File: src/rtl/mux_display_capture_if.sv
// Bundle between the scanned 7-segment bus and the decoded frame outputs.
// Optional total/total_ok signals exist only when BINARY_TOTAL_EN is defined.
interface mux_display_capture_if;
   logic [6:0] seg;
   logic [2:0] an_n;
   logic       err_clr;
   logic [3:0] dig_h;
   logic [3:0] dig_t;
   logic [3:0] dig_u;
   logic       frame_valid;
   logic       seg_err;
   logic       an_err;
   logic       link_lost;
`ifdef BINARY_TOTAL_EN
   logic [9:0] total;
   logic       total_ok;

   modport master (output seg, an_n, err_clr,
                   input  dig_h, dig_t, dig_u, frame_valid, seg_err, an_err, link_lost,
                          total, total_ok);
   modport slave  (input  seg, an_n, err_clr,
                   output dig_h, dig_t, dig_u, frame_valid, seg_err, an_err, link_lost,
                          total, total_ok);
`else
   modport master (output seg, an_n, err_clr,
                   input  dig_h, dig_t, dig_u, frame_valid, seg_err, an_err, link_lost);
   modport slave  (input  seg, an_n, err_clr,
                   output dig_h, dig_t, dig_u, frame_valid, seg_err, an_err, link_lost);
`endif
endinterface

File: src/rtl/mux_display_capture.sv
// Captures a multiplexed 3-digit 7-segment scan, decodes it and publishes whole frames.
// Define BINARY_TOTAL_EN to add the binary total/total_ok outputs.
module mux_display_capture #(
   parameter int STABLE_CYC  = 8,
   parameter int TIMEOUT_CYC = 200000,
   parameter int CNT_W       = 18
) (
   input logic                  clk,
   input logic                  rst_n,
   mux_display_capture_if.slave bus
);

   typedef enum logic [1:0] {IDLE, SETTLE, HELD} state_t;

   localparam logic [CNT_W-1:0] STABLE_LAST  = CNT_W'(STABLE_CYC - 1);
   localparam logic [CNT_W-1:0] TIMEOUT_MAX  = CNT_W'(TIMEOUT_CYC);
   localparam logic [CNT_W-1:0] TIMEOUT_LAST = CNT_W'(TIMEOUT_CYC - 1);

   logic [6:0]       seg_s1, seg_s2;
   logic [2:0]       an_s1, an_s2, an_prev;
   logic             clr_s1, clr_s2;
   state_t           state, state_next;
   logic             stab_clr, stab_inc, capture;
   logic [CNT_W-1:0] stab_cnt, tcnt;
   logic [2:0]       slot_cap, seen, seen_next;
   logic             blank_cap, an_bad, cap_any, timeout_hit;
   logic [3:0]       code;
   logic [3:0]       sh_h, sh_t, sh_u;
   logic [3:0]       dig_h, dig_t, dig_u;
   logic             frame_valid, seg_err, an_err, link_lost;

   function automatic logic [3:0] decode_seg(input logic [6:0] s);
      case (s)
         7'b0111111: return 4'h0;
         7'b0000110: return 4'h1;
         7'b1011011: return 4'h2;
         7'b1001111: return 4'h3;
         7'b1100110: return 4'h4;
         7'b1101101: return 4'h5;
         7'b1111101: return 4'h6;
         7'b0000111: return 4'h7;
         7'b1111111: return 4'h8;
         7'b1101111: return 4'h9;
         7'b1111001: return 4'hE;
         7'b1010000: return 4'hF;
         7'b0000000: return 4'hB;
         default:    return 4'hC;
      endcase
   endfunction

   // Two-flop synchronisers; an_prev lets us see a change of the synchronised enables
   always_ff @(posedge clk or negedge rst_n) begin
      if (!rst_n) begin
         seg_s1  <= 7'd0;
         seg_s2  <= 7'd0;
         an_s1   <= 3'b111;
         an_s2   <= 3'b111;
         an_prev <= 3'b111;
         clr_s1  <= 1'b0;
         clr_s2  <= 1'b0;
      end else begin
         seg_s1  <= bus.seg;
         seg_s2  <= seg_s1;
         an_s1   <= bus.an_n;
         an_s2   <= an_s1;
         an_prev <= an_s2;
         clr_s1  <= bus.err_clr;
         clr_s2  <= clr_s1;
      end
   end

   always_ff @(posedge clk or negedge rst_n) begin
      if (!rst_n) begin
         state    <= IDLE;
         stab_cnt <= '0;
      end else begin
         state <= state_next;
         if (stab_clr)
            stab_cnt <= '0;
         else if (stab_inc)
            stab_cnt <= stab_cnt + 1'b1;
      end
   end

   // One capture per dwell, taken on the cycle the stability count completes
   always_comb begin
      state_next = state;
      stab_clr   = 1'b0;
      stab_inc   = 1'b0;
      capture    = 1'b0;
      unique case (state)
         IDLE: begin
            state_next = SETTLE;
            stab_clr   = 1'b1;
         end
         SETTLE: begin
            if (an_s2 != an_prev) begin
               stab_clr = 1'b1;
            end else if (stab_cnt == STABLE_LAST) begin
               capture    = 1'b1;
               state_next = HELD;
            end else begin
               stab_inc = 1'b1;
            end
         end
         HELD: begin
            if (an_s2 != an_prev) begin
               state_next = SETTLE;
               stab_clr   = 1'b1;
            end
         end
         default: state_next = IDLE;
      endcase
   end

   always_comb begin
      slot_cap  = 3'b000;
      blank_cap = 1'b0;
      an_bad    = 1'b0;
      if (capture) begin
         case (an_s2)
            3'b011:  slot_cap = 3'b100;
            3'b101:  slot_cap = 3'b010;
            3'b110:  slot_cap = 3'b001;
            3'b111:  blank_cap = 1'b1;
            default: an_bad = 1'b1;
         endcase
      end
   end

   assign code        = decode_seg(seg_s2);
   assign cap_any     = (|slot_cap) | blank_cap;
   assign timeout_hit = !cap_any && (tcnt == TIMEOUT_LAST);

   // A capture landing on the frame-copy cycle is ORed in after the clear so it survives
   always_comb begin
      seen_next = seen;
      if (seen == 3'b111 || timeout_hit)
         seen_next = 3'b000;
      seen_next = seen_next | slot_cap;
   end

`ifdef BINARY_TOTAL_EN
   logic [9:0] total_sum, total;
   logic       total_digits_ok, total_ok;

   assign total_digits_ok = (sh_h <= 4'd9) && (sh_t <= 4'd9) && (sh_u <= 4'd9);
   assign total_sum = (10'(sh_h) << 6) + (10'(sh_h) << 5) + (10'(sh_h) << 2)
                    + (10'(sh_t) << 3) + (10'(sh_t) << 1) + 10'(sh_u);
`endif

   always_ff @(posedge clk or negedge rst_n) begin
      if (!rst_n) begin
         sh_h        <= 4'hB;
         sh_t        <= 4'hB;
         sh_u        <= 4'hB;
         seen        <= 3'b000;
         dig_h       <= 4'hB;
         dig_t       <= 4'hB;
         dig_u       <= 4'hB;
         frame_valid <= 1'b0;
         tcnt        <= '0;
         link_lost   <= 1'b0;
         seg_err     <= 1'b0;
         an_err      <= 1'b0;
`ifdef BINARY_TOTAL_EN
         total       <= 10'd0;
         total_ok    <= 1'b0;
`endif
      end else begin
         if (slot_cap[2]) sh_h <= code;
         if (slot_cap[1]) sh_t <= code;
         if (slot_cap[0]) sh_u <= code;
         seen        <= seen_next;
         frame_valid <= (seen == 3'b111);
         if (seen == 3'b111) begin
            dig_h <= sh_h;
            dig_t <= sh_t;
            dig_u <= sh_u;
`ifdef BINARY_TOTAL_EN
            total    <= total_digits_ok ? total_sum : 10'd0;
            total_ok <= total_digits_ok;
`endif
         end
         if (cap_any) begin
            tcnt      <= '0;
            link_lost <= 1'b0;
         end else if (tcnt != TIMEOUT_MAX) begin
            tcnt <= tcnt + 1'b1;
            if (timeout_hit)
               link_lost <= 1'b1;
         end
         seg_err <= ((|slot_cap) && (code == 4'hC)) || (seg_err && !clr_s2);
         an_err  <= an_bad || (an_err && !clr_s2);
      end
   end

   assign bus.dig_h       = dig_h;
   assign bus.dig_t       = dig_t;
   assign bus.dig_u       = dig_u;
   assign bus.frame_valid = frame_valid;
   assign bus.seg_err     = seg_err;
   assign bus.an_err      = an_err;
   assign bus.link_lost   = link_lost;
`ifdef BINARY_TOTAL_EN
   assign bus.total       = total;
   assign bus.total_ok    = total_ok;
`endif

endmodule

File: src/flat_wrapper.sv
// flat-port wrapper written by rule: the top's interface ports become plain ports
module mux_display_capture_flat 
#(
   parameter int STABLE_CYC  = 8,
   parameter int TIMEOUT_CYC = 200000,
   parameter int CNT_W       = 18
)
  (clk, rst_n, bus_seg, bus_an_n, bus_err_clr, bus_dig_h, bus_dig_t, bus_dig_u, bus_frame_valid, bus_seg_err, bus_an_err, bus_link_lost);
  mux_display_capture_if bus_i ();
  input logic clk;
  input logic rst_n;
  input wire logic [$bits(bus_i.seg)-1:0] bus_seg;
  input wire logic [$bits(bus_i.an_n)-1:0] bus_an_n;
  input wire logic [$bits(bus_i.err_clr)-1:0] bus_err_clr;
  output wire logic [$bits(bus_i.dig_h)-1:0] bus_dig_h;
  output wire logic [$bits(bus_i.dig_t)-1:0] bus_dig_t;
  output wire logic [$bits(bus_i.dig_u)-1:0] bus_dig_u;
  output wire logic [$bits(bus_i.frame_valid)-1:0] bus_frame_valid;
  output wire logic [$bits(bus_i.seg_err)-1:0] bus_seg_err;
  output wire logic [$bits(bus_i.an_err)-1:0] bus_an_err;
  output wire logic [$bits(bus_i.link_lost)-1:0] bus_link_lost;
  assign bus_i.seg = bus_seg;
  assign bus_i.an_n = bus_an_n;
  assign bus_i.err_clr = bus_err_clr;
  assign bus_dig_h = bus_i.dig_h;
  assign bus_dig_t = bus_i.dig_t;
  assign bus_dig_u = bus_i.dig_u;
  assign bus_frame_valid = bus_i.frame_valid;
  assign bus_seg_err = bus_i.seg_err;
  assign bus_an_err = bus_i.an_err;
  assign bus_link_lost = bus_i.link_lost;
  mux_display_capture #(.STABLE_CYC(STABLE_CYC), .TIMEOUT_CYC(TIMEOUT_CYC), .CNT_W(CNT_W)) u_core (.clk(clk), .rst_n(rst_n), .bus(bus_i));
endmodule
File: config.mk
export PLATFORM = sky130hd
export DESIGN_NAME = mux_display_capture_flat
export DESIGN_NICKNAME = d
export VERILOG_FILES = /design/src/rtl/mux_display_capture_if.sv /design/src/rtl/mux_display_capture.sv /design/src/flat_wrapper.sv
export SDC_FILE = /design/constraint.sdc
export NUM_CORES = 1
export LEC_CHECK = 0
export CORE_ASPECT_RATIO = 0.8
export CORE_MARGIN = 8
export CORE_UTILIZATION = 56
export DETAILED_ROUTE_END_ITERATION = 8
export PLACE_DENSITY = 0.79
export SLEW_MARGIN = 20
export SYNTH_ARGS = -nofsm -noshare
export SYNTH_HDL_FRONTEND = slang
export SYNTH_SLANG_ARGS = --single-unit
File: constraint.sdc
create_clock -name clk -period 6.15 [get_ports clk]
set_input_delay 1.5375 -clock clk [delete_from_list [all_inputs] [get_ports clk]]
set_output_delay 1.5375 -clock clk [all_outputs]
set_load 0.02 [all_outputs]
==> out/summary.md, run 1 <==
• clkbuf_8 — CTS root buf
• 1.000 — share of synthesized flip-flops with an asynchronous set or reset
• 0.8099 ns — pin slew with the least headroom to its limit
• 0 ns — Setup Total Neg Slack
• built — clock tree from TritonCTS
• 2 — buffer levels on the longest clock path
• 3 — CTS HTree Levels
• 0.5456 — share of synthesized area occupied by flip-flops and latches
• 0 — post-detailed-route DRC marker count
• 29 — # rows
• 95.04 microns — height of the chip
• 0.35 ns — source-to-sink clock delay at the later pin of the worst-skew pair
• 0.3296 GHz — peak clock frequency supported by timing
• clkdlybuf4s50_1 — critical-path cell list
• 15.61 microns — average detailed-routed wire length per instance
• 54 — pin count of the biggest net entering global routing
• dfrtp_1, nor2_1, clkdlybuf4s50_1, dfstp_2, nand3_1 — commonest cells after routing, fill and taps aside
• reg2reg — Hold WC Path Type
• 11.27 sq um — average size of a mapped cell
• 0 — count of instances resized after the clock tree is built
• 0.1885 — fraction of final layout cells with drive strength greater than 1
• 229.9 nW/um^2 — Cell Pwr Density
• 8228 microns — Routed WL
• finished, final reports clean — outcome
• 0 — yosys warns
• dfrtp_1 — primary flip-flop cell chosen by synthesis mapping
• 0 — count of inserted antenna diode cells
• 0 — Final Max Slew Viols
• 2.088 nW — Lkg Pwr
• 0.8165 — final weighted congestion in routability-driven placement
• 0.5632 — starting utilization of the core area
• 0 — number of endpoints failing setup at the final stage
• 7765 sq um — core region area
• 4 — number of optimization iterations in the first detailed-route pass
• 4373 sq um — synthesized area
• buffers and inverters — family with the most delay on the worst path
• 0.09 ns — clock transition at the register clock pins on the worst setup and hold paths after CTS
• 0 — post-CTS setup-driven buffer insertion count
• 388 — instance count of the mapped netlist
• reg2out — crit path kind
• 114.8 microns — die boundary width
• 0.007250 ns — post-route clock skew
• 13.05% — P&R area growth vs syn
• 4.61 ns — critical path required time
• 29 — number of primary I/O pins
• 0 — max-cap check violation count
• clkdlybuf4s50_1 — standard cell with the maximum stage delay on the critical path
• 1.50 ns — endpoint arrival time on the critical path
• 10,910 sq um — area enclosed by the die boundary
• 14,610 microns — wire length of the first global-routing pass
• 527 — number of non-filler instances in the completed layout
• 0 — number of enable-type register cells in the synthesized netlist
• 9 — clock buffer count from CTS
• 0 — count of final hold-check violations
• 408 — synthesized netlist net count
• no — unrepaired setup endpoints after global routing
• 511 — placed cell count
• 3.034 ns — post-layout minimum cycle time
• 3,003 — via count
• flop — startpoint type of the worst setup path
• 5697 microns — HPWL Detailed
• 0 — antenna violations before repair
• 0.6366 — Final Core Density
• 0.4564 — Max-Slew Margin vs Limit
• output pin — kind of capture point of the worst setup path
• 2,991 — number of global-route vias before repair
• 0.60 ns — Max stage delay on crit path
• 0 — antenna-violating nets left
• 94 — clock net sink count
• dfrtp_1 — most common cell after layout, fill and taps aside
• 5.698 — Via-to-Cell Ratio
• 434 — Net count, final
• 0 — number of hold buffers added after cts
• 0 — remaining global-route overflow
• 54 — Netlist cell types
• 2 — largest fanout on the critical path
• 1 — Buf+Inv Stages, Crit Path
• 0.4933 — part of the cycle the worst path needs
• 0.1684 — total global-route track usage
• 28 — Port Buffer Count
• 188 — 1st-iter DRT viols
• 0.1465 mV — peak supply drop
• 94 — count of state elements after synthesis
-- final timing paths --
check | start | endpoint | slack (ns) | depth (start not counted)
setup reg to reg | u_core.stab_cnt[0]$_DFFE_PN0P_ | u_core.sh_h[0]$_DFFE_PN1P_ | 3.66 | 6
hold reg to reg | u_core.seg_s1[2]$_DFF_PN0_ | u_core.seg_s2[2]$_DFF_PN0_ | 0.35 | 0
max in group asynchronous | rst_n | u_core.stab_cnt[3]$_DFFE_PN0P_ | 3.98 | 2
hold / removal | u_core.seg_s1[2]$_DFF_PN0_ | u_core.seg_s2[2]$_DFF_PN0_ | 0.35 | 0
setup / recovery | u_core.bus.dig_h[3]$_DFFE_PN1P_ | bus_dig_h[3] | 3.12 | 1
min in group asynchronous | rst_n | u_core.seg_s2[5]$_DFF_PN0_ | 1.15 | 1
-- stage by stage --
| stage | setup WS (ns) | hold WS [ns] | cell area (sq um) | total power [W] |
|---|---|---|---|---|
| 3_5_place_dp | 3.492 | 0.3347 | 4723 | 0.0007012 |
| 3_3_place_gp | 3.504 | 0.3321 | 4723 | 0.0006987 |
| 4_1_cts | 3.090 | 0.3564 | 4943 | 0.001151 |
| 2_1_floorplan | 4.052 | 0.3312 | 4373 | 0.0006757 |
| 5_1_grt | 3.052 | 0.3592 | 4943 | 0.001191 |
| 6_report | 3.116 | 0.3469 | 4943 | 0.001136 |
-- synth_stat cells (4+ instances only) --
| master | count | area share |
|---|---|---|
| a31oi_1 | 8 | 0.011 |
| nor2b_1 | 6 | 0.0086 |
| dfstp_2 | 27 | 0.16 |
| xor2_1 | 14 | 0.028 |
| nand4_1 | 5 | 0.0072 |
| a21oi_1 | 11 | 0.013 |
| and3_1 | 6 | 0.0086 |
| ha_1 | 7 | 0.020 |
| nand2_1 | 21 | 0.018 |
| inv_1 | 14 | 0.012 |
| or3_1 | 7 | 0.010 |
| xnor2_1 | 13 | 0.026 |
| dfrtp_1 | 67 | 0.38 |
| buf_2 | 4 | 0.0046 |
| and4_1 | 6 | 0.012 |
| buf_4 | 4 | 0.0069 |
| nor2_1 | 34 | 0.029 |
| nor4_1 | 10 | 0.014 |
| mux2_2 | 20 | 0.052 |
| and2_1 | 4 | 0.0057 |
| clkbuf_1 | 6 | 0.0051 |
| nand3_1 | 24 | 0.027 |
| o211ai_1 | 4 | 0.0069 |
| o21ai_0 | 10 | 0.011 |
| nor3_1 | 9 | 0.010 |
| or4_1 | 7 | 0.012 |
-- flip-flops by register name, indices dropped and copies added (netlist names) --
signal and cells:
u_core.stab_cnt 18, u_core.tcnt 18, u_core.seg_s1 7, u_core.seg_s2 7, u_core.bus.dig_h 4, u_core.bus.dig_t 4, u_core.bus.dig_u 4, u_core.sh_h 4
u_core.sh_t 4, u_core.sh_u 4, u_core.an_prev 3, u_core.an_s1 3, u_core.an_s2 3, u_core.seen 3, u_core.state 2, u_core.bus.an_err 1
u_core.bus.frame_valid 1, u_core.bus.link_lost 1, u_core.bus.seg_err 1, u_core.clr_s1 1, u_core.clr_s2 1
-- where the power goes --
group	switching (W)	leakage (nW)	total (W)	internal (W)
logic	0.0000305	0.824	0.0000491	0.0000186
clock network	0.000215	0.104	0.000447	0.000232
registers	0.0000109	1.16	0.000640	0.000629
-- final cells by class --
cell class,instances,area (sq um)
fillers,628,2821
flip-flops and latches,94,2386
multi-input cells,265,1857
repair buffers,30,292.8
well taps,108,135.1
clock buffers,10,127.6
clock inverters,6,92.59
inverters,14,52.55
-- cell families after synthesis --
family,Yosys count,share of synthesized area
and+or+nand+nor,154,0.2026
DFF,94,0.5456
AOI/OAI and AO/OA,51,0.07411
xor gates and xnor gates,30,0.06781
buffers and inverters,29,0.03119
muxes,23,0.05866
adders and majority gates,7,0.02003
-- layer usage --
| metal | up-vias | GRT usage | wire length, microns |
|---|---|---|---|
| met1 | 1504 | 0.2315 | 3982 |
| met5 | - | 0 | 0 |
| li1 | 1439 | - | - |
| met2 | 54 | 0.2589 | 3884 |
| met3 | 6 | 0.04177 | 289 |
| met4 | 0 | 0.05344 | 70 |
Note: power is estimated with default switching activity, not from simulation.
==> run 2, diff against run 1 <==
--- a/config.mk
+++ b/config.mk
@@ -7,7 +7,7 @@
 export LEC_CHECK = 0
 export CORE_ASPECT_RATIO = 0.8
 export CORE_MARGIN = 8
-export CORE_UTILIZATION = 56
+export CORE_UTILIZATION = 53
 export DETAILED_ROUTE_END_ITERATION = 8
 export PLACE_DENSITY = 0.79
 export SLEW_MARGIN = 20
==> constraint.sdc (replaced) <==
create_clock -name clk -period 2.5 [get_ports clk]
set_input_delay 0.625 -clock clk [delete_from_list [all_inputs] [get_ports clk]]
set_output_delay 0.625 -clock clk [all_outputs]
set_load 0.02 [all_outputs]
==> run 2 against run 1 <==
Effect of this change:
- hold slack worse by 0.084 ns
- sequential share of layout area down 0.15 points
- flip-flop and latch count unchanged
- critical endpoint is now u_core.sh_h[3]$_DFFE_PN1P_
- clock skew up 0.0011 ns
- wire length up 2.8%
- first-iteration DRC count up 76%
- register-to-register slack worse by 3.5 ns
- die area up 4.8%
- critical path depth up 4
- count of clock-buffer cells in the layout up 1
- clock power up 130%
- cell area up 0.30%
==> out/summary.md, run 2 (same netlist as run 1, synthesis figures left out) <==
• finished, final reports clean — outcome
• u_core.stab_cnt[11]$_DFFE_PN0P_ — worst flop-to-flop path startpoint
• 4 — number of optimization iterations in the first detailed-route pass, unchanged
• flop — startpoint type of the worst setup path
• 2.295 ns — post-layout minimum cycle time
• 0.5276 — Max-Slew Margin vs Limit, +0.07117
• 0.4358 GHz — peak clock frequency supported by timing
• 29 — # rows, unchanged
• 0.1943 — fraction of final layout cells with drive strength greater than 1, +0.005769
• 28 — Port Buffer Count, unchanged
• 0.2634 ns — worst hold margin, -0.08352 ns
• 2,993 — number of global-route vias before repair, +0.067%
• reg2reg — crit path kind
• 0.1561 — total global-route track usage, -0.01222
• 94 — clock net sink count, unchanged
• 5989 microns — HPWL Detailed, +5.1%
• 0 — antenna-violating nets left, unchanged
• 8 — largest fanout on the critical path, +6
• 0.6212 — Final Core Density, -0.01548
• 0 — number of hold buffers added after cts, unchanged
• 0.3989 mV — peak supply drop, +170%
• 97.25 microns — height of the chip, +2.3%
• 2.80 ns — critical path required time, -1.81 ns
• 652 — count of fill cells added during filler insertion, +3.8%
• 548.5 nW/um^2 — Cell Pwr Density, +140%
• 7983 sq um — core region area, +2.8%
• 117.6 microns — die boundary width, +2.4%
• 0.21 ns — flop2flop setup slack, -3.45 ns
• 0.5478 — starting utilization of the core area, -0.01536
• 437 — Net count, final, +0.69%
• 5 — FF-to-FF path depth, -1
• no — unrepaired setup endpoints after global routing
• 0.008301 ns — post-route clock skew, +0.001051 ns
• u_core.stab_cnt (18), u_core.tcnt (18) — biggest registers after layout
• dfrtp_1 — standard cell with the maximum stage delay on the critical path
• u_core.sh_h[3]$_DFFE_PN1P_ — Critical path destination
• 0 — number of endpoints failing setup at the final stage, unchanged
• 14,660 microns — wire length of the first global-routing pass, +0.38%
• 330 — 1st-iter DRT viols, +76%
• 0.09 ns — clock transition at the register clock pins on the worst setup and hold paths after CTS, about the same
• in2async — Hold WC Path Type
• built — clock tree from TritonCTS
• nor4_1 > nand4b_2 > nor3_4 > and3_1 > mux2_2 — critical-path cell list
• flop — kind of capture point of the worst setup path
• 0 — count of final hold-check violations, unchanged
• 0.8647 — final weighted congestion in routability-driven placement, +5.9%
• 0.37 ns — source-to-sink clock delay at the later pin of the worst-skew pair, +0.02 ns
• 0 — max-cap check violation count, unchanged
• 3 — CTS HTree Levels, unchanged
• 2.59 ns — endpoint arrival time on the critical path, +1.09 ns
• dfrtp_1, nor2_1, clkdlybuf4s50_1, dfstp_2, nand3_1 — commonest cells after routing, fill and taps aside
• 0 — count of inserted antenna diode cells, unchanged
• 50 — pin count of the biggest net entering global routing, -7.4%
• 5.742 — Via-to-Cell Ratio, +0.76%
• 0.44 ns — Max stage delay on crit path, -0.16 ns
• 11,430 sq um — area enclosed by the die boundary, +4.8%
• u_core.stab_cnt[11]$_DFFE_PN0P_ — origin of the worst setup path
• 0 — count of instances resized after the clock tree is built, unchanged
• dfrtp_1 — most common cell after layout, fill and taps aside
• 15.95 microns — average detailed-routed wire length per instance, +2.2%
• 3,043 — via count, +1.3%
• 0 ns — Setup Total Neg Slack, unchanged
• 8456 microns — Routed WL, +2.8%
• 0 — antenna violations before repair, unchanged
• 0 — post-detailed-route DRC marker count, unchanged
• 0.7066 ns — pin slew with the least headroom to its limit, -0.1033 ns
• u_core.sh_h[3]$_DFFE_PN1P_ — critical register-to-register path endpoint
• 13.39% — P&R area growth vs syn
• 2.099 nW — Lkg Pwr, +0.56%
• 0.9179 — part of the cycle the worst path needs
• 0 — post-CTS setup-driven buffer insertion count, unchanged
• 0 — remaining global-route overflow, unchanged
• 29 — number of primary I/O pins, unchanged
• 0 — Final Max Slew Viols, unchanged
• 2 — buffer levels on the longest clock path, unchanged
• 9 — clock buffer count from CTS, unchanged
• clkbuf_8 — CTS root buf
==> run 2: worst min-delay path by stage <==
stage	start	end
final	rst_n	u_core.seg_s1[0]$_DFF_PN0_
after global routing	rst_n	u_core.seg_s1[0]$_DFF_PN0_
after CTS	rst_n	u_core.seg_s1[0]$_DFF_PN0_
after detailed placement	u_core.seg_s1[0]$_DFF_PN0_	u_core.seg_s2[0]$_DFF_PN0_
after global placement	u_core.clr_s1$_DFF_PN0_	u_core.clr_s2$_DFF_PN0_
after floorplan	rst_n	u_core.bus.an_err$_DFF_PN0_
==> run 2: per-layer routing <==
layer  GRT usage  vias to the layer above  wire, microns
met1      0.2113                     1519           4089
met2      0.2303                       70           3919
met3     0.04994                        6            369
li1            -                     1448              -
met5           0                        -              0
met4     0.05403                        0             77
==> run 2: critical path, delay by kind of cell (launching register included) <==
family	cells	cell delay, ns
AND/OR/NAND/NOR	4	1.42
flip-flops	1	0.44
multiplexers	1	0.36
==> run 2: where the power goes <==
group / total, W / switching [W] / internal (W)
combinational: 0.000130 / 0.0000793 / 0.0000504
sequential: 0.00158 / 0.0000273 / 0.00155
clock: 0.00101 / 0.000523 / 0.000492
total: 0.00272 / 0.000630 / 0.00209
==> run 2: layout make-up <==
type,instances,area (sq um),area share
well taps,108,135.1,0.02725
clock inverters,5,58.81,0.01186
repair buffers,33,327.8,0.06611
flip-flops and latches,94,2386,0.4812
inverters,14,52.55,0.01060
clock buffers,11,141.4,0.02851
multi-input cells,265,1857,0.3745
==> run 2: stage by stage <==
step | cell area, sq um | power, W | cells | worst slack, ns
detailed placement | 4758 | 0.001734 | 514 | 0.2713
CTS | 4959 | 0.002752 | 530 | 0.1911
finish | 4959 | 0.002720 | 530 | 0.2052
global route | 4959 | 0.002836 | 530 | 0.06141
floorplan | 4373 | 0.001662 | 388 | 0.4211
global placement | 4758 | 0.001725 | 514 | 0.3003
==> run 3, diff against run 2 <==
--- a/config.mk
+++ b/config.mk
@@ -7,7 +7,7 @@
 export LEC_CHECK = 0
 export CORE_ASPECT_RATIO = 0.8
 export CORE_MARGIN = 8
-export CORE_UTILIZATION = 53
+export CORE_UTILIZATION = 56
 export DETAILED_ROUTE_END_ITERATION = 8
 export PLACE_DENSITY = 0.79
 export SLEW_MARGIN = 20
==> constraint.sdc (replaced) <==
create_clock -name clk -period 2.65 [get_ports clk]
set_input_delay 0.6625 -clock clk [delete_from_list [all_inputs] [get_ports clk]]
set_output_delay 0.6625 -clock clk [all_outputs]
set_load 0.02 [all_outputs]
==> run 3 against run 2 <==
Effect of this change:
- wire length down 3.2%
- maximum frequency increased by 1.5%
- combinational power down 7%
- highest routed layer unchanged
==> out/summary.md, run 3 (same netlist as run 1, synthesis figures left out) <==
• finished, final reports clean — outcome
• 3 — CTS HTree Levels, unchanged
• 227 — 1st-iter DRT viols, -31%
• nor4_1 > nand4b_2 > nor3_4 > and3_1 > mux2_2 — critical-path cell list
• 0 — remaining global-route overflow, unchanged
• 4 — number of optimization iterations in the first detailed-route pass, unchanged
• u_core.sh_h[1]$_DFFE_PN1P_ — Critical path destination
• 0 — count of final hold-check violations, unchanged
• 2.091 nW — Lkg Pwr, -0.39%
• 0.4425 GHz — peak clock frequency supported by timing, +1.5%
• flop — kind of capture point of the worst setup path
• 0 — number of hold buffers added after cts, unchanged
• 10,910 sq um — area enclosed by the die boundary, -4.6%
• 0.5632 — starting utilization of the core area, +0.01536
• simple AND/OR/NAND/NOR gates — family with the most delay on the worst path
• 503.1 nW/um^2 — Cell Pwr Density, -8.3%
• 5 — instance count on the critical path, unchanged
• 2.93 ns — critical path required time, +0.13 ns
• 0 — post-detailed-route DRC marker count, unchanged
• u_core.stab_cnt (18), u_core.tcnt (18) — biggest registers after layout
• 2 — buffer levels on the longest clock path, unchanged
• u_core.stab_cnt[11]$_DFFE_PN0P_ — origin of the worst setup path
• 0 — post-CTS setup-driven buffer insertion count, unchanged
• 0 — number of endpoints failing setup at the final stage, unchanged
• 29 — # rows, unchanged
• clkbuf_8 — CTS root buf
• 14,330 microns — wire length of the first global-routing pass, -2.3%
• 2.54 ns — endpoint arrival time on the critical path, -0.05 ns
• 626 — count of fill cells added during filler insertion, -4.0%
• 0.1943 — fraction of final layout cells with drive strength greater than 1, unchanged
• 0.09 ns — clock transition at the register clock pins on the worst setup and hold paths after CTS, about the same
• 28 — Port Buffer Count, unchanged
• dfrtp_1 — standard cell with the maximum stage delay on the critical path
• 0 — count of instances resized after the clock tree is built, unchanged
• 437 — Net count, final, unchanged
• 3,025 — via count, -0.59%
• 2.260 ns — post-layout minimum cycle time, -0.03497 ns
• 4943 sq um — final instance area, -0.30%
• 114.8 microns — die boundary width, -2.3%
• built — clock tree from TritonCTS
• 95.04 microns — height of the chip, -2.3%
• 0.3099 mV — peak supply drop, -22%
• 8 — largest fanout on the critical path, unchanged
• 5.708 — Via-to-Cell Ratio, -0.59%
• dfrtp_1, nor2_1, clkdlybuf4s50_1, dfstp_2, nand3_1 — commonest cells after routing, fill and taps aside
• 13.05% — P&R area growth vs syn
• u_core.stab_cnt[11]$_DFFE_PN0P_ — worst flop-to-flop path startpoint
• 29 — number of primary I/O pins, unchanged
• 2,974 — number of global-route vias before repair, -0.63%
• 0 — antenna-violating nets left, unchanged
• dfrtp_1 — most common cell after layout, fill and taps aside
• in2async — Hold WC Path Type
• 7765 sq um — core region area, -2.7%
• reg2reg — crit path kind
• 4758 sq um — total cell area at the placement stage, unchanged
• 0.43 ns — Max stage delay on crit path, about the same
• 9 — clock buffer count from CTS, unchanged
• 0.8528 — part of the cycle the worst path needs, -0.06515
• 8183 microns — Routed WL, -3.2%
• 0.6854 ns — pin slew with the least headroom to its limit, -0.02117 ns
• flop — startpoint type of the worst setup path
• 5975 microns — HPWL Detailed, -0.24%
• no — unrepaired setup endpoints after global routing
• 0 ns — Setup Total Neg Slack, unchanged
• 0.5418 — Max-Slew Margin vs Limit, +0.01415
• 0 — antenna violations before repair, unchanged
• 15.44 microns — average detailed-routed wire length per instance, -3.2%
• 0.1643 — total global-route track usage, +0.008190
• u_core.sh_h[1]$_DFFE_PN1P_ — critical register-to-register path endpoint
• 94 — clock net sink count, unchanged
• 0 — count of inserted antenna diode cells, unchanged
• 5 — FF-to-FF path depth, unchanged
• 0 — Final Max Slew Viols, unchanged
• 0 — max-cap check violation count, unchanged
• 0.35 ns — source-to-sink clock delay at the later pin of the worst-skew pair, -0.02 ns
• 0.01083 ns — post-route clock skew, +0.002533 ns
• 0.8914 — final weighted congestion in routability-driven placement, +3.1%
• 0 — Buf+Inv Stages, Crit Path, unchanged
• 47 — pin count of the biggest net entering global routing, -6.0%
• 0.39 ns — flop2flop setup slack, +0.18 ns
## run 3: worst min-delay path by stage
stage               slack, ns  cells past startpoint                          to
finish                   0.30                      1  u_core.seg_s2[1]$_DFF_PN0_
global route             0.33                      1  u_core.seg_s1[1]$_DFF_PN0_
CTS                      0.30                      1  u_core.seg_s1[6]$_DFF_PN0_
detailed placement       0.33                      0  u_core.seg_s2[3]$_DFF_PN0_
global placement         0.33                      0  u_core.seg_s2[2]$_DFF_PN0_
floorplan                0.33                      0     u_core.clr_s2$_DFF_PN0_
## run 3: through the flow
stage	util	setup slack, ns	total power [W]	hold WS [ns]	std cells
finish	0.6366	0.3902	0.002487	0.2970	530
global route	0.6366	0.1693	0.002595	0.3258	530
CTS	0.6366	0.3845	0.002517	0.3039	530
detailed placement	0.6128	0.3999	0.001634	0.3347	514
global placement	0.6128	0.4389	0.001627	0.3314	514
floorplan	-	0.5711	0.001568	0.3312	388
## run 3: cell type report
class / count / area [sq um] / area share
well taps: 108 / 135.1 / 0.02733
multi-input cells: 265 / 1857 / 0.3756
clock inverters: 5 / 43.79 / 0.008859
flip-flops and latches: 94 / 2386 / 0.4827
clock buffers: 11 / 141.4 / 0.02860
inverters: 14 / 52.55 / 0.01063
repair buffers: 33 / 327.8 / 0.06631
## run 3: routing by layer
metal | wire length (microns) | GRT usage | vias up
met5 | 0 | 0 | -
met4 | 35 | 0.05671 | 0
met3 | 324 | 0.03924 | 2
met2 | 3935 | 0.2560 | 55
met1 | 3888 | 0.2224 | 1518
li1 | - | - | 1450
## run 3: where the power goes
group	total, W	switching, W	internal [W]
Clock	0.000881	0.000504	0.000377
Sequential	0.00148	0.0000247	0.00146
Combinational	0.000121	0.0000731	0.0000476
